## config.mk

```make
export PLATFORM = sky130hd
export DESIGN_NAME = mc_controller
export DESIGN_NICKNAME = d
export VERILOG_FILES = /design/src/rtl/mc_pkg.sv /design/src/rtl/mc_aludec.sv /design/src/rtl/mc_controller.sv
export SDC_FILE = /design/constraint.sdc
export NUM_CORES = 1
export LEC_CHECK = 0
export BUFFER_PORTS_ARGS = -buffer_cell sky130_fd_sc_hd__buf_2
export CAP_MARGIN = 20
export CORE_ASPECT_RATIO = 0.9
export CORE_MARGIN = 2
export CORE_UTILIZATION = 44
export DETAILED_ROUTE_END_ITERATION = 10
export GPL_ROUTABILITY_DRIVEN = 1
export PLACE_DENSITY = 0.77
export SLEW_MARGIN = 10
export SYNTH_ARGS = -nofsm -noshare
export SYNTH_HDL_FRONTEND = slang
export SYNTH_SLANG_ARGS = --single-unit
```

## constraint.sdc

```tcl
create_clock -name clk -period 2 [get_ports clk]
set_input_delay 0.4 -clock clk [delete_from_list [all_inputs] [get_ports clk]]
set_output_delay 0.4 -clock clk [all_outputs]
set_load 0.02 [all_outputs]
```

## src/rtl/mc_pkg.sv

```systemverilog
// Shared types and encodings for the multi-cycle MIPS controller.
// MC_BNE_EN adds the BNE state and opcode support.
package mc_pkg;

  localparam int unsigned STATE_W = 4;
  localparam int unsigned OP_W    = 6;
  localparam int unsigned FUNCT_W = 6;
  localparam int unsigned ALUOP_W = 2;
  localparam int unsigned SEL_W   = 2;
  localparam int unsigned ALUC_W  = 3;

  typedef enum logic [STATE_W-1:0] {
    FETCH   = 4'd0,
    DECODE  = 4'd1,
    MEMADR  = 4'd2,
    MEMRD   = 4'd3,
    MEMWB   = 4'd4,
    MEMWR   = 4'd5,
    EXECUTE = 4'd6,
    ALUWB   = 4'd7,
    BRANCH  = 4'd8,
    ADDIEX  = 4'd9,
    ADDIWB  = 4'd10,
`ifdef MC_BNE_EN
    JUMP    = 4'd11,
    BNE     = 4'd12
`else
    JUMP    = 4'd11
`endif
  } statetype;

  localparam logic [OP_W-1:0] OP_RTYPE = 6'b000000;
  localparam logic [OP_W-1:0] OP_LW    = 6'b100011;
  localparam logic [OP_W-1:0] OP_SW    = 6'b101011;
  localparam logic [OP_W-1:0] OP_BEQ   = 6'b000100;
  localparam logic [OP_W-1:0] OP_BNE   = 6'b000101;
  localparam logic [OP_W-1:0] OP_ADDI  = 6'b001000;
  localparam logic [OP_W-1:0] OP_J     = 6'b000010;

  localparam logic [FUNCT_W-1:0] FN_ADD = 6'b100000;
  localparam logic [FUNCT_W-1:0] FN_SUB = 6'b100010;
  localparam logic [FUNCT_W-1:0] FN_AND = 6'b100100;
  localparam logic [FUNCT_W-1:0] FN_OR  = 6'b100101;
  localparam logic [FUNCT_W-1:0] FN_SLT = 6'b101010;

  localparam logic [ALUOP_W-1:0] ALUOP_ADD   = 2'b00;
  localparam logic [ALUOP_W-1:0] ALUOP_SUB   = 2'b01;
  localparam logic [ALUOP_W-1:0] ALUOP_FUNCT = 2'b10;

  localparam logic [SEL_W-1:0] SRCB_REG    = 2'b00;
  localparam logic [SEL_W-1:0] SRCB_FOUR   = 2'b01;
  localparam logic [SEL_W-1:0] SRCB_IMM    = 2'b10;
  localparam logic [SEL_W-1:0] SRCB_IMMSH2 = 2'b11;

  localparam logic [SEL_W-1:0] PCSRC_ALU    = 2'b00;
  localparam logic [SEL_W-1:0] PCSRC_ALUOUT = 2'b01;
  localparam logic [SEL_W-1:0] PCSRC_JUMP   = 2'b10;

  localparam logic [ALUC_W-1:0] ALUC_AND = 3'b000;
  localparam logic [ALUC_W-1:0] ALUC_OR  = 3'b001;
  localparam logic [ALUC_W-1:0] ALUC_ADD = 3'b010;
  localparam logic [ALUC_W-1:0] ALUC_SUB = 3'b110;
  localparam logic [ALUC_W-1:0] ALUC_SLT = 3'b111;

endpackage

```

## src/rtl/mc_aludec.sv

```systemverilog
// ALU decoder: maps aluop and R-type funct to the ALU operation code.
module mc_aludec
  import mc_pkg::*;
(
  input  logic [ALUOP_W-1:0] i_aluop,
  input  logic [FUNCT_W-1:0] i_funct,
  output logic [ALUC_W-1:0]  o_alucontrol
);

  always_comb begin
    o_alucontrol = ALUC_ADD;
    case (i_aluop)
      ALUOP_ADD: o_alucontrol = ALUC_ADD;
      ALUOP_SUB: o_alucontrol = ALUC_SUB;
      ALUOP_FUNCT: begin
        case (i_funct)
          FN_ADD:  o_alucontrol = ALUC_ADD;
          FN_SUB:  o_alucontrol = ALUC_SUB;
          FN_AND:  o_alucontrol = ALUC_AND;
          FN_OR:   o_alucontrol = ALUC_OR;
          FN_SLT:  o_alucontrol = ALUC_SLT;
          default: o_alucontrol = ALUC_ADD;
        endcase
      end
      default: o_alucontrol = ALUC_ADD;
    endcase
  end

endmodule

```

## src/rtl/mc_controller.sv

```systemverilog
// Moore control FSM for the multi-cycle MIPS datapath with a memory-ready handshake.
// Optional MC_BNE_EN adds bne support through a dedicated BNE state.
module mc_controller
  import mc_pkg::*;
#(
  parameter int unsigned MEM_HANDSHAKE = 1
) (
  input  logic               clk,
  input  logic               reset,
  input  logic [OP_W-1:0]    op,
  input  logic [FUNCT_W-1:0] funct,
  input  logic               zero,
  input  logic               mem_ready,
  output logic               pcen,
  output logic               irwrite,
  output logic               regwrite,
  output logic               memwrite,
  output logic               iord,
  output logic               memtoreg,
  output logic               regdst,
  output logic               alusrca,
  output logic [SEL_W-1:0]   alusrcb,
  output logic [SEL_W-1:0]   pcsrc,
  output logic [ALUC_W-1:0]  alucontrol,
  output logic               illegal_op,
  output logic [STATE_W-1:0] state
);

  statetype            r_state;
  statetype            w_next;
  logic                w_ready;
  logic                w_pcwrite;
  logic                w_branch;
  logic                w_branch_ne;
  logic                w_irwrite;
  logic                w_regwrite;
  logic                w_memwrite;
  logic                w_illegal;
  logic [ALUOP_W-1:0]  w_aluop;

  assign w_ready = (MEM_HANDSHAKE == 0) ? 1'b1 : mem_ready;

  always_ff @(posedge clk or negedge reset) begin
    if (!reset) r_state <= FETCH;
    else        r_state <= w_next;
  end

  // Next-state and Moore output decode; every output defaults to 0.
  always_comb begin
    w_next      = FETCH;
    w_pcwrite   = 1'b0;
    w_branch    = 1'b0;
    w_branch_ne = 1'b0;
    w_irwrite   = 1'b0;
    w_regwrite  = 1'b0;
    w_memwrite  = 1'b0;
    w_illegal   = 1'b0;
    w_aluop     = ALUOP_ADD;
    iord        = 1'b0;
    memtoreg    = 1'b0;
    regdst      = 1'b0;
    alusrca     = 1'b0;
    alusrcb     = SRCB_REG;
    pcsrc       = PCSRC_ALU;
    case (r_state)
      FETCH: begin
        alusrcb   = SRCB_FOUR;
        w_irwrite = w_ready;
        w_pcwrite = w_ready;
        w_next    = w_ready ? DECODE : FETCH;
      end
      DECODE: begin
        alusrcb = SRCB_IMMSH2;
        case (op)
          OP_LW, OP_SW: w_next = MEMADR;
          OP_RTYPE:     w_next = EXECUTE;
          OP_BEQ:       w_next = BRANCH;
          OP_ADDI:      w_next = ADDIEX;
          OP_J:         w_next = JUMP;
`ifdef MC_BNE_EN
          OP_BNE:       w_next = BNE;
`endif
          default: begin
            w_illegal = 1'b1;
            w_next    = FETCH;
          end
        endcase
      end
      MEMADR: begin
        alusrca = 1'b1;
        alusrcb = SRCB_IMM;
        w_next  = (op == OP_LW) ? MEMRD : MEMWR;
      end
      MEMRD: begin
        iord   = 1'b1;
        w_next = w_ready ? MEMWB : MEMRD;
      end
      MEMWB: begin
        memtoreg   = 1'b1;
        w_regwrite = 1'b1;
      end
      MEMWR: begin
        iord       = 1'b1;
        w_memwrite = 1'b1;
      end
      EXECUTE: begin
        alusrca = 1'b1;
        w_aluop = ALUOP_FUNCT;
        w_next  = ALUWB;
      end
      ALUWB: begin
        regdst     = 1'b1;
        w_regwrite = 1'b1;
      end
      BRANCH: begin
        alusrca  = 1'b1;
        w_aluop  = ALUOP_SUB;
        pcsrc    = PCSRC_ALUOUT;
        w_branch = 1'b1;
      end
`ifdef MC_BNE_EN
      BNE: begin
        alusrca     = 1'b1;
        w_aluop     = ALUOP_SUB;
        pcsrc       = PCSRC_ALUOUT;
        w_branch_ne = 1'b1;
      end
`endif
      ADDIEX: begin
        alusrca = 1'b1;
        alusrcb = SRCB_IMM;
        w_next  = ADDIWB;
      end
      ADDIWB: w_regwrite = 1'b1;
      JUMP: begin
        pcsrc     = PCSRC_JUMP;
        w_pcwrite = 1'b1;
      end
      default: w_next = FETCH;
    endcase
  end

  // Write enables are held low for the whole time reset is asserted.
  assign pcen       = reset & (w_pcwrite | (w_branch & zero) | (w_branch_ne & ~zero));
  assign irwrite    = reset & w_irwrite;
  assign regwrite   = reset & w_regwrite;
  assign memwrite   = reset & w_memwrite;
  assign illegal_op = reset & w_illegal;
  assign state      = r_state;

  mc_aludec u_aludec (
    .i_aluop      (w_aluop),
    .i_funct      (funct),
    .o_alucontrol (alucontrol)
  );

endmodule

```

# Word level (Yosys, flattened, before mapping)
# Index checks and enable logic that the tools add are counted.
# word_totals
reg_bits	4
output_inout_bits	20
word_cells	59
# classes
n_eq_ne	22
n_mux	21
n_bitwise	7
reduce_logical	8
# ops
operator	count
$eq 6x6->1 const B	6
$pmux 4 s6	1
$pmux 4 s5	1
$eq 4x3->1 const B	4
$eq 4x4->1 const B	4
$pmux 3 s4	1
$mux 1	11
$eq 4x2->1 const B	2
$pmux 2 s2	2
$and 1x1->1	6
$eq 6x2->1 const B	1
$eq 6x3->1 const B	1
$eq 6x4->1 const B	1
$logic_not 6->1	1
$mux 3	2
$pmux 2 s3	1
$pmux 3 s2	1
$reduce_or 2->1	3
$reduce_or 6->1	1
$eq 4x1->1 const B	1
$logic_not 4->1	1
$reduce_or 4->1	1
$reduce_or 3->1	1
$eq 2x1->1 const B	1
3 further kinds	3

# Depth between registers and ports, before layout
# Gate-level depths: netlist of run 1.
# logic_depth
ltp_word	5
depth_mapped	8
ltp_nobuf	6

# Hierarchy
# A second synthesis of run 1 with hierarchy kept.
# unflattened
hier_cells	87
area_unflattened_um2	661.9
# modules_own_cells
module	n_inst	cells_per_inst	area_each_um2
mc_controller	1	72	543.0
mc_aludec	1	15	118.9

# Worst setup path after synthesis of run 1
# OpenSTA, ideal clock, no wires.
# synth_timing
path_type	register -> output
from	register r_state[0], in the netlist state[0]
to	output port alucontrol[2]
arrival_time_ns	1.897
t_required_ns	1.600
slack_ns	-0.297
path_stages_with_launch	7
n_path_buf	2
path_cell_list	dfrtp_1 > buf_2 > buf_2 > nor3_1 > ha_1 > nand3b_1 > o22ai_1
# synth_between
elab_chain_len	4
# synth_rtl
element	line_no	source
from (decl)	mc_controller.sv:29	statetype r_state;
from (signal assigned)	mc_controller.sv:45	else r_state <= w_next;
$eq 4x4->1 / $eq 4x3->1 (equally long branches)	mc_controller.sv:65	case (r_state)
$pmux 2 s2 (*)	mc_controller.sv:65	
$eq 2x2->1 / $eq 2x1->1 (equally long branches)	mc_aludec.sv:12	case (i_aluop)
$pmux 3 s2 (*)	mc_aludec.sv:12	
to (decl)	mc_controller.sv:24	output logic [ALUC_W-1:0] alucontrol,
# Mark *: on every way between the ends. The rest lies on a longest branch, timed or not.

# Worst setup path in the final report of run 1
# layout_timing
from	register r_state[2], in the netlist state[2]
to	output port alucontrol[2]
# Same word-level chain as after synthesis.

==> metrics, run 1 <==
Slew headroom 0.750; failing checks negative setup slack; Post-Syn Area roughly 700 um^2; Fin. Hold Viols 0; clk sink count 4; ranking of synthesized cells by area dfrtp_1 14%, nor3_1 6.4%, ha_1 5.4%, a21oi_1 5.0%, nor2_1 4.3%; M1 GR Usage 0.373; CTS Buf Count 3; Post-route DRC 0; Async SR Flop Fraction 1.00; Final Wtd Congestion about 0.84; WP data arrival around 1.8 ns; number of distinct library cells after synthesis 39; GRT met3 Usage 0.0522; busiest grt layer met2; period utilization 1.11; post-route minimum period approximately 2.2 ns; clk buf depth 2; Via density 5.81; area grow syn2layout 76.6%; Clock Skews between 0.01 and 0.015 ns; Iter 0 DRT Violations 25; max FFs per register 4; first-pass iteration count of the detailed router 4; Final setup viols 6; layout cells sized above 1 0.550; Post-synth top flop dfrtp_1; Post-Syn Nets ~120; top cell type's share of synthesized area 0.143; I/O Buffers 35; vias in the first global route between 800 and 900; I/O pin count 36; pin count of the biggest net entering global routing 17; Synth Instances just under 100; first-pass GRT wire length between 3 and 4 mm; VDD IR max 0.390 mV; PD cells approximately 400 nW/um^2; HP Class in -> reg; Max FO, Critical Path 3; Net count, final ~170; Seq/Total Area, Yosys 0.143; Die Y-Extent 41.9 um; Worst-path clk slew approximately 0.040 ns; met2 usage 0.439; ant diodes 0; initial antenna violation count 0; Final Core Density 0.845; max cap viols 0; clk_lat worst skew between 0.2 and 0.3 ns; startpoint types flop; root buffer cell clkbuf_4; CORE AREA ~1500 um^2; Placement Setup Slack -0.0289 ns; DRT Wirelength approximately 2.7 mm; CTS tree built; Initial Util 0.479; Final HPWL DP about 1.5 mm; Final Max Slew Viols 0; via count 964; Ys Warns 0; row count 13; Post-Syn Area per Cell roughly 7.2 um^2; RSZ-0062 raised after global routing true; CP Capture Type output port; Wirelength per Cell around 16 um; status complete, but fails checks; synth cell count leaders 9 x nor3_1, 8 x nor2_1, 7 x a21oi_1; Data required, critical path between 1.5 and 2 ns; area leader, netlist dfrtp_1; crit path kind reg -> out; most common cell in the synthesized netlist nor3_1; number of synthesized flops with an enable pin 0; DRT antenna net count 0; chip width between 40 and 50 um; fill count ~80; area of the die 1930 um^2; Slew @ Worst Pin between 0.3 and 0.4 ns; H-tree levels 1; final worst slack -0.218 ns; LEAKAGE approximately 0.57 nW; #FFs+latches synth 4; GRT overflow 0; gr usage total 0.281; maximum operating frequency between 400 and 500 MHz
-- report_power, final --
group	switching (mW)	leakage (nW)	total [mW]	internal, mW
clock	0.0471	0.0150	0.123	0.0757
combinational	0.145	0.507	0.264	0.119
sequential	0.0136	0.0479	0.102	0.0881
total	0.206	0.570	0.488	0.283
-- logic make-up (layout without fill, tap and decap cells) --
family,after synthesis,after routing,synth area share
compound gates,22,22,0.200
xor+xnor,3,3,0.0375
fa+ha+maj,3,3,0.0536
buf+inv,13,67,0.0839
flops,4,4,0.143
mux,1,1,0.0161
simple gates,51,51,0.466
-- cell type report --
class	count	area [um^2]	share of cell area
sequential	4	105	0.0849
tap	15	18.8	0.0152
inverter	7	26.3	0.0212
multi-input combinational	80	659	0.533
timing repair buffer	56	402	0.325
clock buffer	4	26.3	0.0212
-- stage by stage --
stage	cell area [um^2]	setup TNS, ns	std cells	power (mW)	hold slack [ns]
finish	1240	-0.968	166	0.488	0.470
floorplan	777	-0.0784	97	0.238	0.104
CTS	1170	-0.658	163	0.459	0.466
detailed placement	991	-0.0289	150	0.300	0.233
global placement	991	0	150	0.296	0.232
global route	1240	-1.37	166	0.518	0.514
-- placed cells by master, fill, tap and decap left out, drive strengths merged, types with 3 or more instances in the layout --
cell    count
nand2b      4
clkbuf      4
nand3       4
o211ai      3
nor2        8
nand2       5
dfrtp       4
nor3b       3
o21ai       4
buf        55
inv         7
nor3        9
ha          3
a21oi       7
nor2b       4
-- metal layers --
layer  up-vias  wire (um)
li1        461          -
met1       450       1170
met3         4        171
met5         -          0
met2        49       1330
met4         0         42
-- worst max-delay path: stages, from the launching register on --
cell and delay (ns):
dfrtp_2 0.42, nand2b_4 0.17, nor3_4 0.19, ha_4 0.24, nand3b_1 0.26, o22ai_4 0.15, buf_6 0.14
-- what timing repair did --
action / 4_1_cts / 5_1_grt
buffers inserted: 9 / 3
setup endpoints to repair: 6 / 10
gates resized for setup: 22 / 11
hold buffers: 1 / 0
hold endpoints to repair: 4 / 0
pin swaps: 4 / 4
-- path summary, 6_finish.rpt --
check | slack [ns] | cells past startpoint | start | endpoint
min in group asynchronous | 0.57 | 2 | reset | state[1]
max in group asynchronous | 1.21 | 2 | reset | state[3]
max | -0.22 | 6 | state[2] | alucontrol[2]
min reg2reg | 0.85 | 3 | state[0] | state[0]
min | 0.47 | 4 | op[4] | state[3]
max reg2reg | 0.47 | 6 | state[3] | state[2]
No activity file was read; power rests on OpenSTA's default activity.
==> run 2: changes to the inputs <==
--- a/config.mk
+++ b/config.mk
@@ -12,7 +12,7 @@
 export CORE_UTILIZATION = 44
 export DETAILED_ROUTE_END_ITERATION = 10
 export GPL_ROUTABILITY_DRIVEN = 1
-export PLACE_DENSITY = 0.77
+export PLACE_DENSITY = 0.89
 export SLEW_MARGIN = 10
 export SYNTH_ARGS = -nofsm -noshare
 export SYNTH_HDL_FRONTEND = slang
==> metrics, run 2 (synthesis gave the netlist of run 1 again) <==
CORE AREA 1460 um^2 (unchanged); Critical-path top delay cell dfrtp_2; Final setup viols 4 (-2); Die Y-Extent 41.9 um (unchanged); DRT antenna net count 0 (unchanged); chip width 46.1 um (unchanged); Slew headroom 0.681 (-0.0691); commonest non-fill, non-tap cells in the layout 29 x buf_2, 11 x buf_4, 8 x nor3_1; Final Wtd Congestion 0.849 (+1.5%); PD cells 409 nW/um^2 (+3.7%); CP top delay family simple AND/OR/NAND/NOR gates; first-pass iteration count of the detailed router 4 (unchanged); metal3 WL 147 um (-14%); commonest non-fill, non-tap cell in the layout buf_2; layout cells sized above 1 0.497 (-0.0532); CP Capture Type output port; Wirelength per Cell 15.1 um (-7.7%); gr usage total 0.258 (-0.0230); CP max stage delay 0.40 ns (-0.02 ns); Final HPWL DP 1.62 mm (+5.4%); status complete, but fails checks; crit-path cells nand2b_4, nor3_4, ha_4, nand3b_1, o22ai_4, buf_6; initial antenna violation count 0 (unchanged); fill count 105 (+35%); startpoint types flop; uppermost layer routed met4; VDD IR max 0.306 mV (-21%); clk sink count 4 (unchanged); Final Core Density 0.767 (-0.0786); period utilization 1.11 (-0.00292); Fin. Hold Viols 0 (unchanged); post-route minimum period 2.21 ns (-0.00584 ns); Max FO, Critical Path 3 (unchanged); Pwr Total 459 uW (-5.9%); Data required, critical path 1.60 ns (about the same); failing checks negative setup slack; area of the die 1930 um^2 (unchanged); CTS Buf Count 3 (unchanged); Post-route DRC 0 (unchanged); area grow syn2layout 60.2%; I/O Buffers 35 (unchanged); WL met2 1.15 mm (-13%); Worst-path clk slew 0.04 ns (about the same); Clock Skews 0.00128 ns (-0.0105 ns); CTS tree built; maximum operating frequency 452 MHz (+0.26%); pin count of the biggest net entering global routing 19 (+2); ant diodes 0 (unchanged); DRT Wirelength 2.38 mm (-12%); final worst slack -0.212 ns (+0.00584 ns); WP data arrival 1.81 ns (about the same); Final Max Slew Viols 0 (unchanged); Slew @ Worst Pin 0.474 ns (+0.103 ns); I/O pin count 36 (unchanged); Via density 6.04 (+4.1%); max FFs per register 4 (unchanged); row count 13 (unchanged); first-pass GRT wire length 3.75 mm (-3.9%); root buffer cell clkbuf_4; LEAKAGE 0.515 nW (-9.7%); setup TNS -0.575 ns (+0.393 ns); placed cells 148 (-1.3%); Net count, final 163 (-4.7%); Initial Util 0.479 (unchanged); vias in the first global route 853 (+4.0%); GRT overflow 0 (unchanged); via count 955 (-0.93%); HP Class in -> reg; RSZ-0062 raised after global routing true; CP Buf/Inv Count 1 (unchanged); crit path kind reg -> out; clk buf depth 2 (unchanged); max cap viols 0 (unchanged); DRT met1 WL 1.00 mm (-14%); Cell Count, Final, Fillers Out 158 (-4.8%); Iter 0 DRT Violations 27 (+8.0%); clk_lat worst skew 0.25 ns (about the same); H-tree levels 1 (unchanged)
[run 2: cell types whose count changed in the layout (fill, tap and decap cells not counted), sizes merged]
cell and delta:
buf -8
[run 2: repair_timing]
| item | in CTS | in global routing |
|---|---|---|
| gates cloned | 0 | 0 |
| hold buffers | 1 | 0 |
| buffers inserted | 6 | 0 |
| pin swaps | 6 | 2 |
| endpoints found under the setup margin | 6 | 6 |
| endpoints found under the hold margin | 4 | 0 |
| gates resized for setup | 12 | 9 |
[run 2: stage by stage]
stage / setup WS [ns] / area, um^2 / hold slack [ns]
finish: -0.212 / 1120 / 0.503
global route: -0.262 / 1120 / 0.527
CTS: -0.182 / 1090 / 0.482
detailed placement: -0.0142 / 976 / 0.229
global placement: 0.0378 / 976 / 0.230
floorplan: -0.0511 / 777 / 0.104
[run 2: final timing paths]
path,start,to,slack (ns),cells after the start
setup / recovery,state[2],alucontrol[2],-0.21,6
hold / removal,op[4],state[3],0.50,4
setup reg to reg,state[2],state[2],0.58,4
hold reg to reg,state[3],state[0],0.68,2
max in group asynchronous,reset,state[1],1.22,2
min in group asynchronous,reset,state[3],0.59,2
[run 2: metal layers]
layer / track usage / up-vias
met1: 0.318 / 433
li1: - / 451
met4: 0.0914 / 0
met5: 0 / -
met3: 0.0261 / 13
met2: 0.444 / 58
[run 2: worst register-to-register path: stages, from the launching register on]
cell and delay, ns:
dfrtp_2 0.40, buf_4 0.21, nor4b_2 0.35, a21bo_1 0.26, o211ai_1 0.11
[run 2: where the power goes]
part	switching [mW]	total (mW)	internal [mW]	leakage, nW
Sequential	0.0107	0.0988	0.0881	0.0479
Clock	0.0454	0.121	0.0757	0.0150
Combinational	0.133	0.239	0.107	0.452
[run 2: layout make-up]
type	count	area, um^2	area share
clock buffers	4	26.3	0.0234
multi-input cells	80	617	0.550
repair buffers	48	329	0.293
well taps	15	18.8	0.0167
inverters	7	26.3	0.0234
flip-flops and latches	4	105	0.0936
==> run 3: changes to the inputs <==
--- a/config.mk
+++ b/config.mk
@@ -13,6 +13,7 @@
 export DETAILED_ROUTE_END_ITERATION = 10
 export GPL_ROUTABILITY_DRIVEN = 1
 export PLACE_DENSITY = 0.89
+export REMOVE_ABC_BUFFERS = 1
 export SLEW_MARGIN = 10
 export SYNTH_ARGS = -nofsm -noshare
 export SYNTH_HDL_FRONTEND = slang
==> metrics, run 3 (synthesis gave the netlist of run 1 again) <==
CP Buf/Inv Count 1 (unchanged); Critical-path top delay cell dfrtp_1; period utilization 1.09 (-0.0179); max FFs per register 4 (unchanged); commonest non-fill, non-tap cell in the layout buf_2; Data required, critical path 1.60 ns (about the same); fin area 1090 um^2 (-2.7%); commonest non-fill, non-tap cells in the layout 29 x buf_2, 9 x buf_4, 8 x nor2_1, 8 x nor3_1, 7 x a21oi_1; I/O pin count 36 (unchanged); HP Class in -> reg; crit path kind reg -> out; Final Wtd Congestion 0.793 (-6.6%); DRT Wirelength 2.35 mm (-1.4%); Clock Skews 0.00217 ns (+0.000889 ns); root buffer cell clkbuf_4; Post-route DRC 0 (unchanged); first-pass GRT wire length 3.66 mm (-2.2%); CP Capture Type output port; CTS Buf Count 3 (unchanged); clk buf depth 2 (unchanged); Slew @ Worst Pin 0.372 ns (-0.102 ns); area post-placement 915 um^2 (-6.3%); Worst-path clk slew 0.04 ns (about the same); Final HPWL DP 1.48 mm (-8.8%); CP max stage delay 0.40 ns (about the same); Pint 254 uW (-6.0%); area of the die 1930 um^2 (unchanged); post-route minimum period 2.18 ns (-0.0358 ns); Wirelength per Cell 15.1 um (+0.52%); Net count, final 161 (-1.2%); CTS tree built; crit-path cells nand2b_4, nor3_4, ha_4, nand3b_1, o22ai_2, buf_6; layout cells sized above 1 0.471 (-0.0251); I/O Buffers 35 (unchanged); first-pass iteration count of the detailed router 5 (+1); GRT overflow 0 (unchanged); Fin. Hold Viols 0 (unchanged); maximum operating frequency 459 MHz (+1.6%); VDD IR max 0.212 mV (-31%); initial antenna violation count 0 (unchanged); DRT antenna net count 0 (unchanged); startpoint types flop; Slew headroom 0.749 (+0.0687); row count 13 (unchanged); Final setup viols 4 (unchanged); H-tree levels 1 (unchanged); Die Y-Extent 41.9 um (unchanged); via count 926 (-3.0%); ant diodes 0 (unchanged); status complete, but fails checks; CP top delay family simple AND/OR/NAND/NOR gates; Iter 0 DRT Violations 31 (+15%); LEAKAGE 0.504 nW (-2.1%); Pwr Total 429 uW (-6.7%); Initial Util 0.479 (unchanged); clock power share 0.237 (-0.027); area grow syn2layout 55.9%; pin count of the biggest net entering global routing 19 (unchanged); Gate power share 0.533 (+0.012); Final Max Slew Viols 0 (unchanged); RSZ-0062 raised after global routing true; clk_lat worst skew 0.24 ns (about the same); WP data arrival 1.78 ns (-0.03 ns); Via density 5.97 (-1.2%); PD cells 392 nW/um^2 (-4.1%); Sw Share 0.408 (-0.00386); final worst slack -0.176 ns (+0.0358 ns); sequential share of power 0.231 (+0.016); clk sink count 4 (unchanged); failing checks negative setup slack; vias in the first global route 821 (-3.8%); Max FO, Critical Path 3 (unchanged); max cap viols 0 (unchanged); P_sw 175 uW (-7.5%); CORE AREA 1460 um^2 (unchanged); chip width 46.1 um (unchanged); final hold slack 0.490 ns (-0.0134 ns); gr usage total 0.255 (-0.00275)
## run 3: layout make-up
cell class	instances	area [um^2]
clock buffer	3	22.5
fill	92	372
inverter	7	28.8
multi-input combinational	80	613
sequential	4	104
tap	15	18.8
timing repair buffer	46	305
## run 3: power by group through the flow
stage,combinational [mW],clock [mW],sequential [mW]
after floorplan,0.0940,0,0.118
after global routing,0.247,0.109,0.0997
after detailed placement,0.194,0,0.0938
after global placement,0.189,0,0.0935
final,0.228,0.101,0.0988
after CTS,0.213,0.104,0.0960
## run 3: worst min-delay path: stages
cell and delay [ns]:
buf_2 0.11, nor3_1 0.06, nand2_1 0.05, o22ai_1 0.06
## run 3: what timing repair did
action,in CTS,in global routing
hold buffers,1,0
endpoints found under the hold margin,4,0
setup buffers,2,1
resized for setup,18,11
setup endpoints to repair,4,7
pin swaps,5,6
## run 3: worst paths after layout
check | from | end | slack [ns] | depth (start not counted)
worst min register to register | state[3] | state[0] | 0.73 | 2
worst max register to register | state[2] | state[2] | 0.54 | 5
min in group asynchronous | reset | state[2] | 0.60 | 2
worst max-delay path | state[2] | alucontrol[2] | -0.18 | 6
worst min-delay path | op[4] | state[3] | 0.49 | 4
max in group asynchronous | reset | state[0] | 1.19 | 2
## run 3: per-layer routing
metal  routed length (um)  up-vias  track usage
met5                    0        -            0
met4                   40        0        0.120
met3                  181        6       0.0261
met2                 1200       55        0.400
met1                  927      422        0.339
li1                     -      443            -
## run 3: stage by stage
| stage | setup TNS [ns] | cells | util | worst slack, ns |
|---|---|---|---|---|
| global placement | 0 | 148 | 0.625 | 0.0455 |
| CTS | -0.415 | 154 | 0.710 | -0.130 |
| finish | -0.569 | 155 | 0.746 | -0.176 |
| global route | -0.853 | 155 | 0.746 | -0.219 |
| detailed placement | -0.0374 | 148 | 0.625 | -0.0374 |
| floorplan | -0.896 | 91 | - | -0.396 |
